File: src/rtl/mem_write_controller.sv
// ---------------------------------------------------------------------------
// mem_write_controller
//
// Store path of the memory stage. Decodes store instructions and the
// effective address, then produces byte write-enables and lane-aligned write
// data for DMEM and IMEM. Buffers UART transmit bytes in a small FIFO that
// drains over a valid/ready handshake. Issues a one-cycle cycle-counter
// reset pulse. Raises stall only when a UART store meets a full FIFO.
//
// Ports
//   clk, rst           core clock; synchronous active-high reset
//   instruction        memory-stage instruction (opcode [6:0], funct3 [14:12])
//   mem_en             stage valid (not flushed / bubble)
//   mem_addr           effective byte address
//   store_data         rs2 value
//   imem_wr_allow      IMEM writes permitted (executing from BIOS)
//   dmem_we/addr/din   DMEM byte enables, word address, write data
//   imem_we/addr/din   IMEM byte enables, word address, write data
//   uart_tx_valid/data FIFO head toward the UART transmitter
//   uart_tx_ready      transmitter accepts the head byte
//   tx_fifo_full/empty FIFO status for the UART control register
//   cycle_counter_rst  one-cycle pulse, the cycle after the store's edge
//   stall              hold the memory stage; UART store not yet accepted
// ---------------------------------------------------------------------------
module mem_write_controller #(
    parameter int DMEM_AW  = 14,
    parameter int IMEM_AW  = 14,
    parameter int TX_DEPTH = 4
) (
    input  logic               clk,
    input  logic               rst,
    input  logic [31:0]        instruction,
    input  logic               mem_en,
    input  logic [31:0]        mem_addr,
    input  logic [31:0]        store_data,
    input  logic               imem_wr_allow,
    output logic [3:0]         dmem_we,
    output logic [DMEM_AW-1:0] dmem_addr,
    output logic [31:0]        dmem_din,
    output logic [3:0]         imem_we,
    output logic [IMEM_AW-1:0] imem_addr,
    output logic [31:0]        imem_din,
    output logic               uart_tx_valid,
    output logic [7:0]         uart_tx_data,
    input  logic               uart_tx_ready,
    output logic               tx_fifo_full,
    output logic               tx_fifo_empty,
    output logic               cycle_counter_rst,
    output logic               stall
);

    localparam logic [6:0] OPC_STORE = 7'b0100011;
    localparam logic [2:0] F3_SB     = 3'b000;
    localparam logic [2:0] F3_SH     = 3'b001;
    localparam logic [2:0] F3_SW     = 3'b010;

    localparam int               PTR_W    = $clog2(TX_DEPTH);
    localparam int               CNT_W    = PTR_W + 1;
    localparam logic [CNT_W-1:0] CNT_FULL = CNT_W'(TX_DEPTH);

    // ---------------------------------------------------------------- decode
    logic        store_active;
    logic [1:0]  off;
    logic [3:0]  region;
    logic [3:0]  lane_we;
    logic [31:0] lane_din;
    logic        is_dmem;
    logic        is_imem;
    logic        uart_store;
    logic        cnt_store;

    assign store_active = mem_en && (instruction[6:0] == OPC_STORE);
    assign off          = mem_addr[1:0];
    assign region       = mem_addr[31:28];

    always_comb begin
        // NOTE: every signal written here gets a default first, so no path leaves it unassigned and no latch is inferred.
        lane_we  = 4'b0000;
        lane_din = store_data;
        case (instruction[14:12])
            F3_SB: begin
                lane_we  = 4'b0001 << off;
                lane_din = {4{store_data[7:0]}};
            end
            F3_SH: begin
                // A halfword at offset 3 would straddle words; it falls back
                // to the low halfword, mirroring the load side.
                if (off == 2'd3) begin
                    lane_we = 4'b0011;
                end else begin
                    lane_we  = 4'b0011 << off;
                    lane_din = store_data << {off, 3'b000};
                end
            end
            F3_SW:   lane_we = 4'b1111;
            default: lane_we = 4'b0000;
        endcase
        if (!store_active) begin
            lane_we = 4'b0000;
        end
    end

    assign is_dmem    = (region == 4'h1) || (region == 4'h3);
    assign is_imem    = ((region == 4'h2) || (region == 4'h3)) && imem_wr_allow;
    assign uart_store = store_active && (region == 4'h8) && (mem_addr[7:0] == 8'h08);
    assign cnt_store  = store_active && (region == 4'h8) && (mem_addr[7:0] == 8'h18);

    assign dmem_we   = is_dmem ? lane_we : 4'b0000;
    assign imem_we   = is_imem ? lane_we : 4'b0000;
    assign dmem_addr = mem_addr[DMEM_AW+1:2];
    assign imem_addr = mem_addr[IMEM_AW+1:2];
    assign dmem_din  = lane_din;
    assign imem_din  = lane_din;

    // ------------------------------------------------------------ UART TX FIFO
    logic [7:0]       fifo_q [TX_DEPTH];
    logic [PTR_W-1:0] wr_ptr_q, wr_ptr_d;
    logic [PTR_W-1:0] rd_ptr_q, rd_ptr_d;
    logic [CNT_W-1:0] count_q, count_d;
    logic             push;
    logic             pop;
    logic             cc_rst_q;

    assign tx_fifo_full  = (count_q == CNT_FULL);
    assign tx_fifo_empty = (count_q == '0);

    // Full is judged on the registered count, so a pop in the same cycle
    // does not release a stalled store until the following cycle.
    assign push  = uart_store && !tx_fifo_full;
    assign pop   = !tx_fifo_empty && uart_tx_ready;
    assign stall = uart_store && tx_fifo_full;

    assign uart_tx_valid = !tx_fifo_empty;
    assign uart_tx_data  = fifo_q[rd_ptr_q];

    // Power-of-two depth: pointers wrap by natural overflow.
    always_comb begin
        wr_ptr_d = wr_ptr_q + PTR_W'(push);
        rd_ptr_d = rd_ptr_q + PTR_W'(pop);
        count_d  = count_q + CNT_W'(push) - CNT_W'(pop);
    end

    always_ff @(posedge clk) begin
        // NOTE: registers use non-blocking assignments so every flop updates from pre-edge values.
        if (rst) begin
            wr_ptr_q <= '0;
            rd_ptr_q <= '0;
            count_q  <= '0;
            cc_rst_q <= 1'b0;
        end else begin
            wr_ptr_q <= wr_ptr_d;
            rd_ptr_q <= rd_ptr_d;
            count_q  <= count_d;
            cc_rst_q <= cnt_store;
        end
    end

    // NOTE: the storage array is not reset; count and pointers alone decide which entries are valid.
    always_ff @(posedge clk) begin
        if (push) begin
            fifo_q[wr_ptr_q] <= store_data[7:0];
        end
    end

    assign cycle_counter_rst = cc_rst_q;

    // Only slices of these buses are decoded; fold the rest into one sink.
    logic unused_ok;
    assign unused_ok = ^{instruction, mem_addr};

endmodule

File: config.mk
export PLATFORM = sky130hd
export DESIGN_NAME = mem_write_controller
export DESIGN_NICKNAME = d
export VERILOG_FILES = /design/src/rtl/mem_write_controller.sv
export SDC_FILE = /design/constraint.sdc
export NUM_CORES = 1
export LEC_CHECK = 0
export BUFFER_PORTS_ARGS = -buffer_cell sky130_fd_sc_hd__buf_2
export CAP_MARGIN = 20
export CORE_MARGIN = 2
export CORE_UTILIZATION = 39
export CTS_BUF_LIST = sky130_fd_sc_hd__clkbuf_2
export DETAILED_ROUTE_END_ITERATION = 10
export PLACE_DENSITY = 0.91
export SYNTH_ARGS = -nofsm -noshare
export SYNTH_HDL_FRONTEND = slang
export SYNTH_SLANG_ARGS = --single-unit
File: constraint.sdc
create_clock -name clk -period 3.25 [get_ports clk]
set_input_delay 0.325 -clock clk [delete_from_list [all_inputs] [get_ports clk]]
set_output_delay 0.325 -clock clk [all_outputs]
set_load 0.01 [all_outputs]
# Yosys cells after proc, flatten, opt, wreduce, memory -nomap -nowiden
# Memory sizes are Yosys's and may differ from the RTL's. A register that Yosys moved wholly into a read port is not among the register bits.
# Cells that the tools add are included.
# W data, S select, Z words.
[word_totals] mem_bits_rw=32 register_bits=8 mem_count=1 latchBits=0 mem_bits_ro=0 wordCells=47 input_bits=101 out_inout_bits=113
[op_classes] div=0 reduce_logical=14 n_mul=0 bitwise=0 shift=3 mux=10 magnitude_cmp=0 n_addsub=4 eq_ne=11
[memory_table] memory="fifo_q" words=4 width=8 rd=1 rd_ports_with_merged_regs=1 write_ports=1 line_no="116" text="logic [7:0] fifo_q [TX_DEPTH];"
[ops] operator="$pmux W32 S2" count=1
[ops] operator="$mux W32" count=1
[ops] operator="$shl A32 B5 Y32" count=1
[ops] operator="$mux W4" count=4
[ops] operator="$pmux W4 S3" count=1
[ops] operator="$eq A4 B2 Y1 const B" count=2
[ops] operator="$eq A8 B4 Y1 const B" count=1
[ops] operator="$eq A8 B5 Y1 const B" count=1
[ops] operator="$logic_and A1 B1 Y1" count=8
[ops] operator="$eq A7 B6 Y1 const B" count=1
[ops] operator="$logic_not A3 Y1" count=2
[ops] operator="$add A2 B1 Y2" count=2
[ops] operator="$eq A4 B1 Y1 const B" count=1
[ops] operator="$eq A4 B4 Y1 const B" count=1
[ops] operator="$shl A1 B2 Y4 const A" count=1
[ops] operator="$shl A2 B2 Y4 const A" count=1
[ops] operator="$add A3 B1 Y3" count=1
[ops] operator="$eq A3 B1 Y1 const B" count=1
[ops] operator="$eq A3 B2 Y1 const B" count=1
[ops] operator="$eq A3 B3 Y1 const B" count=1
[ops] operator="$sub A3 B1 Y3" count=1
[ops] operator="$eq A2 B2 Y1 const B" count=1
[ops] operator="$logic_not A1 Y1" count=2
[ops] operator="$logic_or A1 B1 Y1" count=2
[ops] operator="other kinds (2)" count=3

# Logic depth before layout (Yosys ltp)
[depth] ltp_word=7 ltp_mapped=15 depth_no_buf=13

# Worst setup path before layout
# Ideal clock, no wire load.
[synth_path] path_type="input to register" from="in mem_addr[1]" to="reg count_q[2]" setup_ps=78 arrival_ps=3134 n_path_buf=2 path_slack_ps=38 cell_stages=15 t_required_ps=3172 cell_sequence="buf_2 clkbuf_1 inv_2 ha_1 nor2b_1 nand4_1 or4_1 ha_1 inv_1 ha_1 inv_1 fa_1 xor2_1 and2_1 nor3_1"
[synth_between] elab_chain_cells=5
[synth_rtl] element="start, declared" line_no="34" text="input logic [31:0] mem_addr,"
[synth_rtl] element="$eq A8 B4 Y1" line_no="105" text="assign uart_store = store_active && (region == 4'h8) && (mem_addr[7:0] == 8'h08);"
[synth_rtl] element="$logic_and A1 B1 Y1" line_no="105"
[synth_rtl] element="$logic_and A1 B1 Y1" line_no="129" text="assign push = uart_store && !tx_fifo_full;"
[synth_rtl] element="$add A3 B1 Y3" line_no="140" text="count_d = count_q + CNT_W'(push) - CNT_W'(pop);"
[synth_rtl] element="$sub A3 B1 Y3" line_no="140"
[synth_rtl] element="end signal, assigned" line_no="153" text="count_q <= count_d;"
[synth_rtl] element="end, declared" line_no="119" text="logic [CNT_W-1:0] count_q, count_d;"
# Every way passes these cells.
# A chain may end at the register's enable or synchronous reset.

# Worst setup path after layout
[layout_path] from="in mem_addr[1]" to="out imem_din[19]"
[layout_between] elab_chain_cells=3 word_cells_on_any_way=4 cone_classes="eq/ne: 1; shift: 1; mux: 2"
[layout_rtl] element="$shl A32 B5 Y32 or $eq A2 B2 Y1 (tied branches)" line_no="92, 88"
[layout_rtl] element="$mux W32 *" line_no="88" text="if (off == 2'd3) begin"
[layout_rtl] element="$pmux W32 S2 *" line_no="80" text="case (instruction[14:12])"
[layout_rtl] element="end, declared" line_no="42" text="output logic [31:0] imem_din,"
# Mark *: on every way between the ends. The rest lies on a longest branch, timed or not.

==> impl_metrics.toml <==
[route]
postRouteAntennaNets = 0
drc_errors = 0
finalWirelength_mm = 8.73
detail_route.wl_per_cell_um = 17.1
avgViaCountPerCell = 5.46
vias = 2780
dr.pass1.iters = 5
drt_iter0_markers = 112

[clock_tree]
cts_tree = "yes"
ctsLongestPathBuffers = 2
cts_hold_buf = 0
cts_resized = 0
cts_num_sinks = 40
clock_latency_ns = 0.38
cts-root-buf = "clkbuf_2"
path_clk_slew_ns = 0.19
cts_setup_buffers = 0
htreeDepth = 2
numCtsBuffers = 5

[yosys]
synth_seq_cells = 40
yosysUniqueCellTypes = 45
ys_seq_area_frac = 0.353
synth_ff_type = "edfxtp_1"
synth_nets = 418
yosysWarnings = 0
synthCells = 307
syn-mean-instance-area_um2 = 10.3
synth-async-reset-ratio = 0
synth_edf_count = 32
synth_area_um2 = 3170

[power]
p_leak_nw = 1.62
clockPowerShare = 0.184
internal-power_mw = 0.989
p_sw_mw = 0.510
p_sw_frac = 0.340
ir_drop_mv = 0.158
p_comb_frac = 0.395
power_density_nw_per_um2 = 406
p_seq_frac = 0.422

[placed_design]
hpwl_mm = 7.00
dp.cells = 501
io_buffers = 155
place.gp.congestion = 0.805

[floorplan]
die_h_um = 94.2
core_area_um2 = 7810
pin_count = 214
row_count = 32
die-width_um = 94.2
start_util = 0.406
die_area_um2 = 8870

[timing]
hold_violations = 0
maxSlewViolCount = 0
layout_min_cycle_time_ns = 2.82
setup_viol = 0
fin_setup_tns_ns = 0
grt_setup_unrepaired = "no"
fmax_mhz = 355
worstMarginPinSlew_ns = 0.820
slew_headroom = 0.449
period_share = 0.866
finClkSkew_ns = 0.0151

[critical_path]
critPathCaptureType = "output port"
rrSetupSlack_ns = 0.68
critPathKind = "input port to output port"
worst_ep_arrival_time_ns = 2.49
cp.required_ns = 2.92
rr_startpoint = "count_q[1]$_SDFF_PP0_"
worstPathMaxFanout = 22
startpoint_type = "input port"
cp-startpoint = "mem_addr[1]"

[global_route]
grt_max_degree = 27
overflow = 0
grt_pass1_vias = 2572
grt_usage = 0.190
grt_pass1_wl_mm = 13.1
antenna_found_initial = 0

[hold_path]
min_from = "rst"
hold_class = "input port to flop"

[cells_and_area]
stdcell_count = 509
n_antenna_cell = 0
fillers = 724
nets = 517
area_delta_synth_final_pct = 16.3
drive_above_1_share = 0.504

[flow_run]
cap_violations = 0

[outcome]
status = "finished clean"
## synth_stat cells, types with 3 or more instances
master / n / area share
buf_4: 62 / 0.15
edfxtp_1: 32 / 0.30
nor2b_1: 22 / 0.043
inv_1: 20 / 0.024
nor2_1: 18 / 0.021
o22ai_1: 16 / 0.032
a22oi_1: 14 / 0.033
a221oi_2: 9 / 0.043
ha_1: 9 / 0.036
o21ai_0: 9 / 0.014
dfxtp_1: 8 / 0.050
mux2_2: 8 / 0.028
mux4_2: 8 / 0.057
nor3_1: 8 / 0.013
a221oi_1: 7 / 0.019
clkbuf_1: 6 / 0.0071
nor3b_1: 4 / 0.0095
nor4_1: 4 / 0.0079
buf_2: 3 / 0.0047
o31ai_1: 3 / 0.0071
## kinds of logic after synthesis
logic type / Yosys count / share of synthesized area
xor+xnor: 3 / 0.00829
fa+ha+maj: 10 / 0.0418
flops: 40 / 0.353
mux: 16 / 0.0852
compound gates: 64 / 0.167
buf+inv: 96 / 0.194
simple gates: 78 / 0.150
## state kept, by name, indices dropped and copies added, names as in the netlist
register	cells
count_q	3
cycle_counter_rst	1
fifo_q	32
rd_ptr_q	2
wr_ptr_q	2
## per-stage QoR
step / power, mW / utilization / setup slack (ns) / hold WS [ns] / instance area [um2]
2_1_floorplan: 1.07 / - / 0.0380 / 0.392 / 3170
3_3_place_gp: 1.21 / 0.464 / 0.428 / 0.546 / 3620
3_5_place_dp: 1.24 / 0.464 / 0.339 / 0.568 / 3620
4_1_cts: 1.51 / 0.472 / 0.435 / 0.176 / 3690
5_1_grt: 1.59 / 0.472 / 0.332 / 0.161 / 3690
6_report: 1.50 / 0.472 / 0.435 / 0.191 / 3690
## layout by cell type, fill, tap and decap left out, types with 5 or more instances in the layout
cell type  count
o21ai_0        9
nor2b_1       22
mux2_2         8
a221oi_2       9
ha_1           9
buf_2        155
a221oi_1       7
nor2_1        18
a22oi_1       14
edfxtp_1      32
mux4_2         8
dfxtp_1        8
nor3_1         8
buf_4         11
inv_1         20
o22ai_1       16
clkbuf_2       5
## layout make-up
cell class / count / area [um2] / share of cell area
timing repair buffer: 166 / 858 / 0.233
tap: 102 / 128 / 0.0346
clock inverter: 3 / 37.5 / 0.0102
clock buffer: 5 / 25.0 / 0.00679
multi-input combinational: 171 / 1440 / 0.389
inverter: 22 / 82.6 / 0.0224
sequential: 40 / 1120 / 0.304
## critical path, cell delays in order
cell and delay (ns):
buf_2 0.11, buf_4 0.21, ha_1 0.30, a211o_4 0.41
a21o_1 0.43, a221oi_1 0.49, buf_2 0.20
## power groups by stage
stage | Combinational [mW] | Clock [mW] | Sequential, mW
floorplan | 0.468 | 0 | 0.605
global placement | 0.567 | 0 | 0.640
detailed placement | 0.593 | 0 | 0.647
CTS | 0.596 | 0.279 | 0.635
global route | 0.646 | 0.300 | 0.640
finish | 0.591 | 0.276 | 0.632
## metal layers
metal / track usage / up-vias / part of all wire
met5: 0 / - / 0
met4: 0.0664 / 0 / 0.024
met3: 0.0193 / 31 / 0.068
met2: 0.366 / 125 / 0.54
met1: 0.215 / 1335 / 0.37
li1: - / 1289 / -
## worst paths after layout
check                                        endpoint  cells after the start
worst min-delay path            count_q[0]$_SDFF_PP0_                      2
worst max register to register  count_q[2]$_SDFF_PP0_                     10
worst min register to register  count_q[2]$_SDFF_PP0_                      2
worst max-delay path                     imem_din[19]                      7
No activity file was read; power rests on OpenSTA's default activity.
